### config.mk
export PLATFORM = sky130hd
export DESIGN_NAME = tlp_demux_n_flat
export DESIGN_NICKNAME = d
export VERILOG_FILES = /design/src/rtl/tlp_demux_n_pkg.sv /design/src/rtl/tlp_demux_n_if.sv /design/src/rtl/tlp_route_decode.sv /design/src/rtl/tlp_demux_n.sv /design/src/flat_wrapper.sv
export SDC_FILE = /design/constraint.sdc
export NUM_CORES = 2
export LEC_CHECK = 0
export CAP_MARGIN = 10
export CELL_PAD_IN_SITES_DETAIL_PLACEMENT = 1
export CELL_PAD_IN_SITES_GLOBAL_PLACEMENT = 2
export CORE_AREA = 2 2 619 621
export DETAILED_ROUTE_END_ITERATION = 10
export DIE_AREA = 0 0 621 623
export MAX_ROUTING_LAYER = met4
export PLACE_DENSITY_LB_ADDON = 0.1
export SYNTH_ARGS = -nofsm -noshare
export SYNTH_HDL_FRONTEND = slang
export SYNTH_SLANG_ARGS = --single-unit
### constraint.sdc
create_clock -name clk -period 6.2 [get_ports clk]
set_input_delay 0.93 -clock clk [delete_from_list [all_inputs] [get_ports clk]]
set_output_delay 0.93 -clock clk [all_outputs]
set_load 0.005 [all_outputs]
### src/rtl/tlp_demux_n_pkg.sv
// Shared definitions for the TLP demultiplexer.
// Holds the DW0 fmt/type field positions, the routed type codes, the
// destination port indices and the FSM state type.
package tlp_demux_n_pkg;

  // DW0 field positions inside the header bus
  localparam int unsigned FmtMsb   = 31;
  localparam int unsigned FmtLsb   = 29;
  localparam int unsigned TypeMsb  = 28;
  localparam int unsigned TypeLsb  = 24;
  // fmt bit that separates writes (with data) from reads
  localparam int unsigned FmtWrBit = 1;

  // Type codes; MRd and MWr share a code and differ only in fmt
  localparam logic [4:0] TypeMrd    = 5'b00000;
  localparam logic [4:0] TypeMwr    = 5'b00000;
  localparam logic [4:0] TypeCpl    = 5'b01010;
  localparam logic [1:0] TypeMsgPfx = 2'b10;

  typedef logic [1:0] port_idx_t;

  localparam port_idx_t PortMrd = 2'd0;
  localparam port_idx_t PortMwr = 2'd1;
  localparam port_idx_t PortCpl = 2'd2;
  localparam port_idx_t PortMsg = 2'd3;

  typedef enum logic [1:0] {
    StIdle,
    StFwd,
    StDrop
  } state_e;

endpackage

### src/rtl/tlp_demux_n_if.sv
// Beat-stream bundle for the TLP demultiplexer.
// in_*  : single input stream (data, header, sop/eop framing, valid/ready).
// out_* : PORTS output streams flattened, port p in slice p.
// master: the side that sources in_* and sinks out_*; slave: the demux.
interface tlp_demux_n_if
  import tlp_demux_n_pkg::*;
#(
  parameter int unsigned PORTS          = 3,
  parameter int unsigned HEADER_SIZE    = 128,
  parameter int unsigned TLP_DATA_WIDTH = 256
);

  logic [TLP_DATA_WIDTH-1:0]       in_data;
  logic [HEADER_SIZE-1:0]          in_hdr;
  logic                            in_sop;
  logic                            in_eop;
  logic                            in_valid;
  logic                            in_ready;

  logic [PORTS*TLP_DATA_WIDTH-1:0] out_data;
  logic [PORTS*HEADER_SIZE-1:0]    out_hdr;
  logic [PORTS-1:0]                out_sop;
  logic [PORTS-1:0]                out_eop;
  logic [PORTS-1:0]                out_valid;
  logic [PORTS-1:0]                out_ready;

  modport master (
    output in_data, in_hdr, in_sop, in_eop, in_valid, out_ready,
    input  in_ready, out_data, out_hdr, out_sop, out_eop, out_valid
  );

  modport slave (
    input  in_data, in_hdr, in_sop, in_eop, in_valid, out_ready,
    output in_ready, out_data, out_hdr, out_sop, out_eop, out_valid
  );

endinterface

### src/rtl/tlp_route_decode.sv
// Combinational header classifier.
// dw0   : first header DW (fmt/type live in bits 31:24).
// port  : destination port index for the header's class.
// match : class is routable and its port exists in this build.
module tlp_route_decode
  import tlp_demux_n_pkg::*;
#(
  parameter int unsigned PORTS = 3
) (
  input  logic [31:0] dw0,
  output port_idx_t   port,
  output logic        match
);

  logic [2:0] fmt;
  logic [4:0] tlp_type;
  logic       known;
  logic       unused_dw0;

  assign fmt        = dw0[FmtMsb:FmtLsb];
  assign tlp_type   = dw0[TypeMsb:TypeLsb];
  assign unused_dw0 = ^{dw0[TypeLsb-1:0], fmt[2], fmt[0]};

  always_comb begin
    port  = PortMrd;
    known = 1'b0;
    if (tlp_type == TypeMrd && !fmt[FmtWrBit]) begin
      port  = PortMrd;
      known = 1'b1;
    end else if (tlp_type == TypeMwr && fmt[FmtWrBit]) begin
      port  = PortMwr;
      known = 1'b1;
    end else if (tlp_type == TypeCpl) begin
      port  = PortCpl;
      known = 1'b1;
    end else if (tlp_type[4:3] == TypeMsgPfx) begin
      port  = PortMsg;
      known = 1'b1;
    end
    // classes mapped beyond the configured port count are dropped
    match = known && ({30'd0, port} < PORTS);
  end

endmodule

### src/rtl/tlp_demux_n.sv
// TLP demultiplexer: routes packets from one beat stream to PORTS outputs
// by header class, drops unroutable packets and flags framing errors.
// clk/rst_n  : rising-edge clock, synchronous active-low reset.
// enable     : allow new packets to start (never truncates one in flight).
// bus        : input stream and per-port output streams (one register stage).
// drop_cnt   : saturating count of dropped packets.
// tlp_error  : one-cycle pulse on a drop or a framing error.
module tlp_demux_n
  import tlp_demux_n_pkg::*;
#(
  parameter int unsigned PORTS          = 3,
  parameter int unsigned DOUBLE_WORD    = 32,
  parameter int unsigned HEADER_SIZE    = 4 * DOUBLE_WORD,
  parameter int unsigned TLP_DATA_WIDTH = 8 * DOUBLE_WORD,
  parameter int unsigned CNT_WIDTH      = 16
) (
  input  logic                 clk,
  input  logic                 rst_n,
  input  logic                 enable,
  tlp_demux_n_if.slave         bus,
  output logic [CNT_WIDTH-1:0] drop_cnt,
  output logic                 tlp_error
);

  state_e                               state_q;
  port_idx_t                            sel_q;
  logic [HEADER_SIZE-1:0]               hdr_q;
  logic [PORTS-1:0]                     valid_q, sop_q, eop_q;
  logic [PORTS-1:0][TLP_DATA_WIDTH-1:0] data_q;
  logic [PORTS-1:0][HEADER_SIZE-1:0]    ohdr_q;
  logic [CNT_WIDTH-1:0]                 drop_q;
  logic                                 err_q;

  port_idx_t              dec_port, cur_port;
  logic                   dec_match, cur_fwd, allow, port_free, others_free;
  logic                   ready, accept;
  logic [HEADER_SIZE-1:0] beat_hdr;

  tlp_route_decode #(
    .PORTS(PORTS)
  ) u_decode (
    .dw0  (bus.in_hdr[31:0]),
    .port (dec_port),
    .match(dec_match)
  );

  always_comb begin
    allow       = rst_n & ((state_q != StIdle) | enable);
    // a sop beat is always (re)classified; other beats follow the latched route
    cur_port    = bus.in_sop ? dec_port : sel_q;
    cur_fwd     = bus.in_sop ? dec_match : (state_q == StFwd);
    port_free   = 1'b1;
    others_free = 1'b1;
    for (int p = 0; p < PORTS; p++) begin
      if (port_idx_t'(p) == cur_port) begin
        port_free = !valid_q[p] | bus.out_ready[p];
      end else begin
        // a port switch also waits for the old port to drain, keeping out_valid one-hot
        others_free = others_free & (!valid_q[p] | bus.out_ready[p]);
      end
    end
    ready    = allow & (!cur_fwd | (port_free & others_free));
    accept   = bus.in_valid & ready;
    beat_hdr = bus.in_sop ? bus.in_hdr : hdr_q;
  end

  always_ff @(posedge clk) begin
    if (!rst_n) begin
      state_q <= StIdle;
      sel_q   <= PortMrd;
      hdr_q   <= '0;
      valid_q <= '0;
      sop_q   <= '0;
      eop_q   <= '0;
      data_q  <= '0;
      ohdr_q  <= '0;
      drop_q  <= '0;
      err_q   <= 1'b0;
    end else begin
      err_q <= 1'b0;

      for (int p = 0; p < PORTS; p++) begin
        if (accept && cur_fwd && port_idx_t'(p) == cur_port) begin
          valid_q[p] <= 1'b1;
          sop_q[p]   <= bus.in_sop;
          eop_q[p]   <= bus.in_eop;
          data_q[p]  <= bus.in_data;
          ohdr_q[p]  <= beat_hdr;
        end else if (bus.out_ready[p]) begin
          // an idle port always presents zeros
          valid_q[p] <= 1'b0;
          sop_q[p]   <= 1'b0;
          eop_q[p]   <= 1'b0;
          data_q[p]  <= '0;
          ohdr_q[p]  <= '0;
        end
      end

      if (accept) begin
        if (bus.in_sop) begin
          hdr_q <= bus.in_hdr;
          sel_q <= dec_port;
          if (state_q != StIdle) begin
            err_q <= 1'b1;
          end
          if (!dec_match) begin
            err_q <= 1'b1;
            if (drop_q != {CNT_WIDTH{1'b1}}) begin
              drop_q <= drop_q + CNT_WIDTH'(1);
            end
          end
          if (bus.in_eop) begin
            state_q <= StIdle;
          end else begin
            state_q <= dec_match ? StFwd : StDrop;
          end
        end else if (state_q == StIdle) begin
          err_q <= 1'b1;
        end else if (bus.in_eop) begin
          state_q <= StIdle;
        end
      end
    end
  end

  assign bus.in_ready  = ready;
  assign bus.out_valid = valid_q;
  assign bus.out_sop   = sop_q;
  assign bus.out_eop   = eop_q;
  assign bus.out_data  = data_q;
  assign bus.out_hdr   = ohdr_q;
  assign drop_cnt      = drop_q;
  assign tlp_error     = err_q;

endmodule

### src/flat_wrapper.sv
// flat-port wrapper written by rule: the top's interface ports become plain ports
module tlp_demux_n_flat import tlp_demux_n_pkg::*;
#(
  parameter int unsigned PORTS          = 3,
  parameter int unsigned DOUBLE_WORD    = 32,
  parameter int unsigned HEADER_SIZE    = 4 * DOUBLE_WORD,
  parameter int unsigned TLP_DATA_WIDTH = 8 * DOUBLE_WORD,
  parameter int unsigned CNT_WIDTH      = 16
)
  (clk, rst_n, enable, drop_cnt, tlp_error, bus_in_data, bus_in_hdr, bus_in_sop, bus_in_eop, bus_in_valid, bus_out_ready, bus_in_ready, bus_out_data, bus_out_hdr, bus_out_sop, bus_out_eop, bus_out_valid);
  tlp_demux_n_if #(.PORTS(PORTS), .HEADER_SIZE(HEADER_SIZE), .TLP_DATA_WIDTH(TLP_DATA_WIDTH)) bus_i ();
  input  logic clk;
  input  logic rst_n;
  input  logic enable;
  output logic [CNT_WIDTH-1:0] drop_cnt;
  output logic tlp_error;
  input wire logic [$bits(bus_i.in_data)-1:0] bus_in_data;
  input wire logic [$bits(bus_i.in_hdr)-1:0] bus_in_hdr;
  input wire logic [$bits(bus_i.in_sop)-1:0] bus_in_sop;
  input wire logic [$bits(bus_i.in_eop)-1:0] bus_in_eop;
  input wire logic [$bits(bus_i.in_valid)-1:0] bus_in_valid;
  input wire logic [$bits(bus_i.out_ready)-1:0] bus_out_ready;
  output wire logic [$bits(bus_i.in_ready)-1:0] bus_in_ready;
  output wire logic [$bits(bus_i.out_data)-1:0] bus_out_data;
  output wire logic [$bits(bus_i.out_hdr)-1:0] bus_out_hdr;
  output wire logic [$bits(bus_i.out_sop)-1:0] bus_out_sop;
  output wire logic [$bits(bus_i.out_eop)-1:0] bus_out_eop;
  output wire logic [$bits(bus_i.out_valid)-1:0] bus_out_valid;
  assign bus_i.in_data = bus_in_data;
  assign bus_i.in_hdr = bus_in_hdr;
  assign bus_i.in_sop = bus_in_sop;
  assign bus_i.in_eop = bus_in_eop;
  assign bus_i.in_valid = bus_in_valid;
  assign bus_i.out_ready = bus_out_ready;
  assign bus_in_ready = bus_i.in_ready;
  assign bus_out_data = bus_i.out_data;
  assign bus_out_hdr = bus_i.out_hdr;
  assign bus_out_sop = bus_i.out_sop;
  assign bus_out_eop = bus_i.out_eop;
  assign bus_out_valid = bus_i.out_valid;
  tlp_demux_n #(.PORTS(PORTS), .DOUBLE_WORD(DOUBLE_WORD), .HEADER_SIZE(HEADER_SIZE), .TLP_DATA_WIDTH(TLP_DATA_WIDTH), .CNT_WIDTH(CNT_WIDTH)) u_core (.clk(clk), .rst_n(rst_n), .enable(enable), .bus(bus_i), .drop_cnt(drop_cnt), .tlp_error(tlp_error));
endmodule
==> impl_metrics.py <==
metrics = {
    "cts": {
        "cts_hold_buf": 0,
        "ctsResizeCount": 0,
        "numCtsBuffers": 190,
        "clk_path_buf_depth": 4,
        "postCtsSetupBuffers": 0,
        "tritoncts": "done",
        "htree_levels": 4,
        "root_buffer": "clkbuf_16",
        "insertion_delay_ns": 0.88,
        "clkSlewWorstSetupHoldPaths_ns": 0.05,
        "cts.sinks": 1310,
    },
    "place": {
        "io_buffer_count": 1571,
        "dp_hpwl_microns": 238400,
        "dpl.cell_count": 11370,
        "gp_congestion": 0.7944,
    },
    "route": {
        "firstDrtPassIters": 5,
        "via_per_inst": 3.631,
        "drcViolationCount": 0,
        "antenna_left": 0,
        "num_vias": 42710,
        "drtIter0Drc": 1450,
        "finalWirelength_microns": 320100,
        "routedWlPerCell_microns": 27.22,
    },
    "yosys": {
        "yosys.area_share.simple": 0.1599,
        "yosysSeqAreaShare": 0.5458,
        "avgSynthCellArea_sq_um": 9.494,
        "synth_nets": 5455,
        "synth-compound-area-share": 0.05760,
        "ys_async_sr_fraction": 0,
        "synth_area_sq_um": 48050,
        "yosys.area_share.adder": 0.0002604,
        "synth_edf_count": 0,
        "synth_seq_cells": 1310,
        "synth-xor-area-share": 0.001979,
        "synthCells": 5061,
        "synth.area.mux_share": 0.1923,
        "ys_warn_count": 0,
        "synth_top_family_by_area": "multiplexers",
        "synth.distinct_cells": 46,
        "synthFlopType": "dfxtp_1",
    },
    "timing": {
        "fin_setup_tns_ns": 0,
        "setup_viol": 0,
        "slew_headroom": 0.2895,
        "hold_viol_final": 0,
        "fmax_mhz": 246.5,
        "fin_crit_ns": 4.057,
        "rsz0062_at_grt": "false",
        "max_slew.worst_pin.slew_ns": 1.066,
        "skew_ns": 0.05427,
        "hold_slack_ns": 0.4516,
        "timing.final.crit_share": 0.6544,
        "slew_viol_final": 0,
    },
    "floorplan": {
        "initial_core_util": 0.1262,
        "coreArea_sq_um": 380600,
        "rows": 227,
        "die_h_microns": 623,
        "die_x_microns": 621,
        "io_pins": 1572,
        "die_area_sq_um": 386900,
    },
    "setup_path": {
        "start_kind": "input port",
        "crit_chain": "clkdlybuf4s50_1, xnor2_2, a31oi_1, nor2_1, nor3_1, clkdlybuf4s50_1",
        "worstPathRequired_ns": 5.27,
        "slowest_delay_ns": 0.65,
        "path_class": "in -> out",
        "cp_data_arrival_time_ns": 3.13,
        "cpMostUsedCell": "clkdlybuf4s50_1",
        "crit_path_top_delay_cell": "clkdlybuf4s50_1",
        "path_max_fanout": 8,
        "end_kind": "output port",
    },
    "final_layout": {
        "final_common_cell": "clkdlybuf4s50_1",
        "syn_to_final_growth_pct": 56.98,
        "layout_common_cells": "1,569 x clkdlybuf4s50_1, 1,430 x nand2_1, 1,310 x dfxtp_1, 779 x mux2i_1",
        "nNetsFinal": 6913,
        "drive_gt1_frac": 0.07698,
        "nFillCells": 43550,
        "fin_cells": 11760,
    },
    "hold_path": {
        "hp-class": "reg -> reg",
    },
    "status": {
        "status": "finished, final reports clean",
    },
    "global_route": {
        "grt_max_degree": 129,
        "grt-ovfl-total": 0,
        "grt_pass1_wl_microns": 427100,
        "grt_pass1_vias": 44800,
        "grt_antenna_before_repair": 117,
        "grt_usage": 0.1643,
    },
    "pwr": {
        "vdd_ir_drop_max_v": 0.0001820,
        "cellLeakagePower_uw": 0.03038,
        "powerDensity_nw_per_um2": 267.9,
    },
    "run": {
        "cap_violations": 0,
    },
}
synth_stat cells, types with 2 or more instances:
cell type  instances  area share
a21oi_1          139       0.014
buf_6             49       0.011
nand2_1         1430        0.11
or4_1              2     0.00031
nor4_1             4     0.00052
and3_1             4     0.00052
nand2b_1           4     0.00052
nand3b_1           2     0.00031
buf_1             42      0.0033
mux2i_1          779        0.16
and4_1             2     0.00036
a311oi_1           2     0.00036
nand3_1          390       0.041
xnor2_1            8      0.0015
buf_4             11      0.0017
nor3_1             5     0.00052
mux2_2           128       0.030
buf_2             69      0.0072
nor2b_1            2     0.00026
o21ai_0          390       0.041
or3_1              3     0.00039
dfxtp_1         1310        0.55
nand4_1            6     0.00078
a31oi_1            3     0.00039
nor2_1            19      0.0015
nor3b_1            3     0.00047
nor4b_1            3     0.00055
inv_1              3     0.00023
clkbuf_1         232       0.018
state kept, by name (all words and copies together) (netlist names), 3 cells and up:
register and flops:
u_core.bus.out_data 768, u_core.bus.out_hdr 384, u_core.hdr_q 128, u_core.drop_cnt 16
u_core.bus.out_eop 3, u_core.bus.out_sop 3, u_core.bus.out_valid 3
worst paths after layout:
check                     from                        to  slack, ns  cells after the start
max             bus_in_hdr[27]              bus_in_ready       2.14                      6
min            u_core.hdr_q[5]           u_core.hdr_q[5]       0.45                      2
max reg2reg  u_core.state_q[1]  u_core.bus.out_data[685]       2.71                      7
min reg2reg    u_core.hdr_q[5]           u_core.hdr_q[5]       0.45                      2
layer usage:
metal  vias up  global-route usage  share of wire  wire (microns)
met2      1249              0.2954           0.51          164000
met1     21040              0.1713           0.39          123400
met4         0             0.03735          0.025            8108
met3       397             0.05741          0.077           24580
met5         -                   -              0               0
li1      20030                   -              -               -
area by class of cell:
type                    count  area (sq um)  share of cell area
multi-input cells        3343         19860              0.2633
clock inverters            32         269.0            0.003566
inverters                   4         20.02           0.0002654
flip-flops and latches   1310         26230              0.3477
diodes                     61         152.6            0.002024
clock buffers             305          5710             0.07571
repair buffers           1670         16890              0.2239
well taps                5038          6304             0.08357
stage by stage:
stage	worst slack [ns]	utilization	instance area [sq um]	total power, uW
detailed placement	1.510	0.1821	69300	9663
finish	2.143	0.1982	75430	20210
global route	1.956	0.1982	75420	21130
global placement	1.569	0.1821	69300	9662
CTS	2.124	0.1978	75280	20830
floorplan	3.375	-	48050	9007
power breakdown:
group          internal (uW)  switching (uW)
Combinational            370             602
Clock                   6280            4500
Sequential              8440            11.9
worst max-delay path, delay by kind of cell:
family / cells / cell delay (ns)
buffers and inverters: 2 / 1.24
AOI/OAI and AO/OA: 1 / 0.41
and+or+nand+nor: 2 / 0.28
xor gates and xnor gates: 1 / 0.25
kinds of logic (layout without fill, tap and decap cells):
kind of cell / count (synthesis) / in the layout
flip-flops: 1310 / 1310
AO/OA/AOI/OAI: 544 / 544
multiplexers: 907 / 907
XOR/XNOR: 10 / 10
other: 0 / 61
adder cells (fa/ha/maj): 1 / 1
buffers and inverters: 408 / 2011
AND/OR/NAND/NOR: 1881 / 1881
Note: power is estimated with default switching activity, not from simulation.
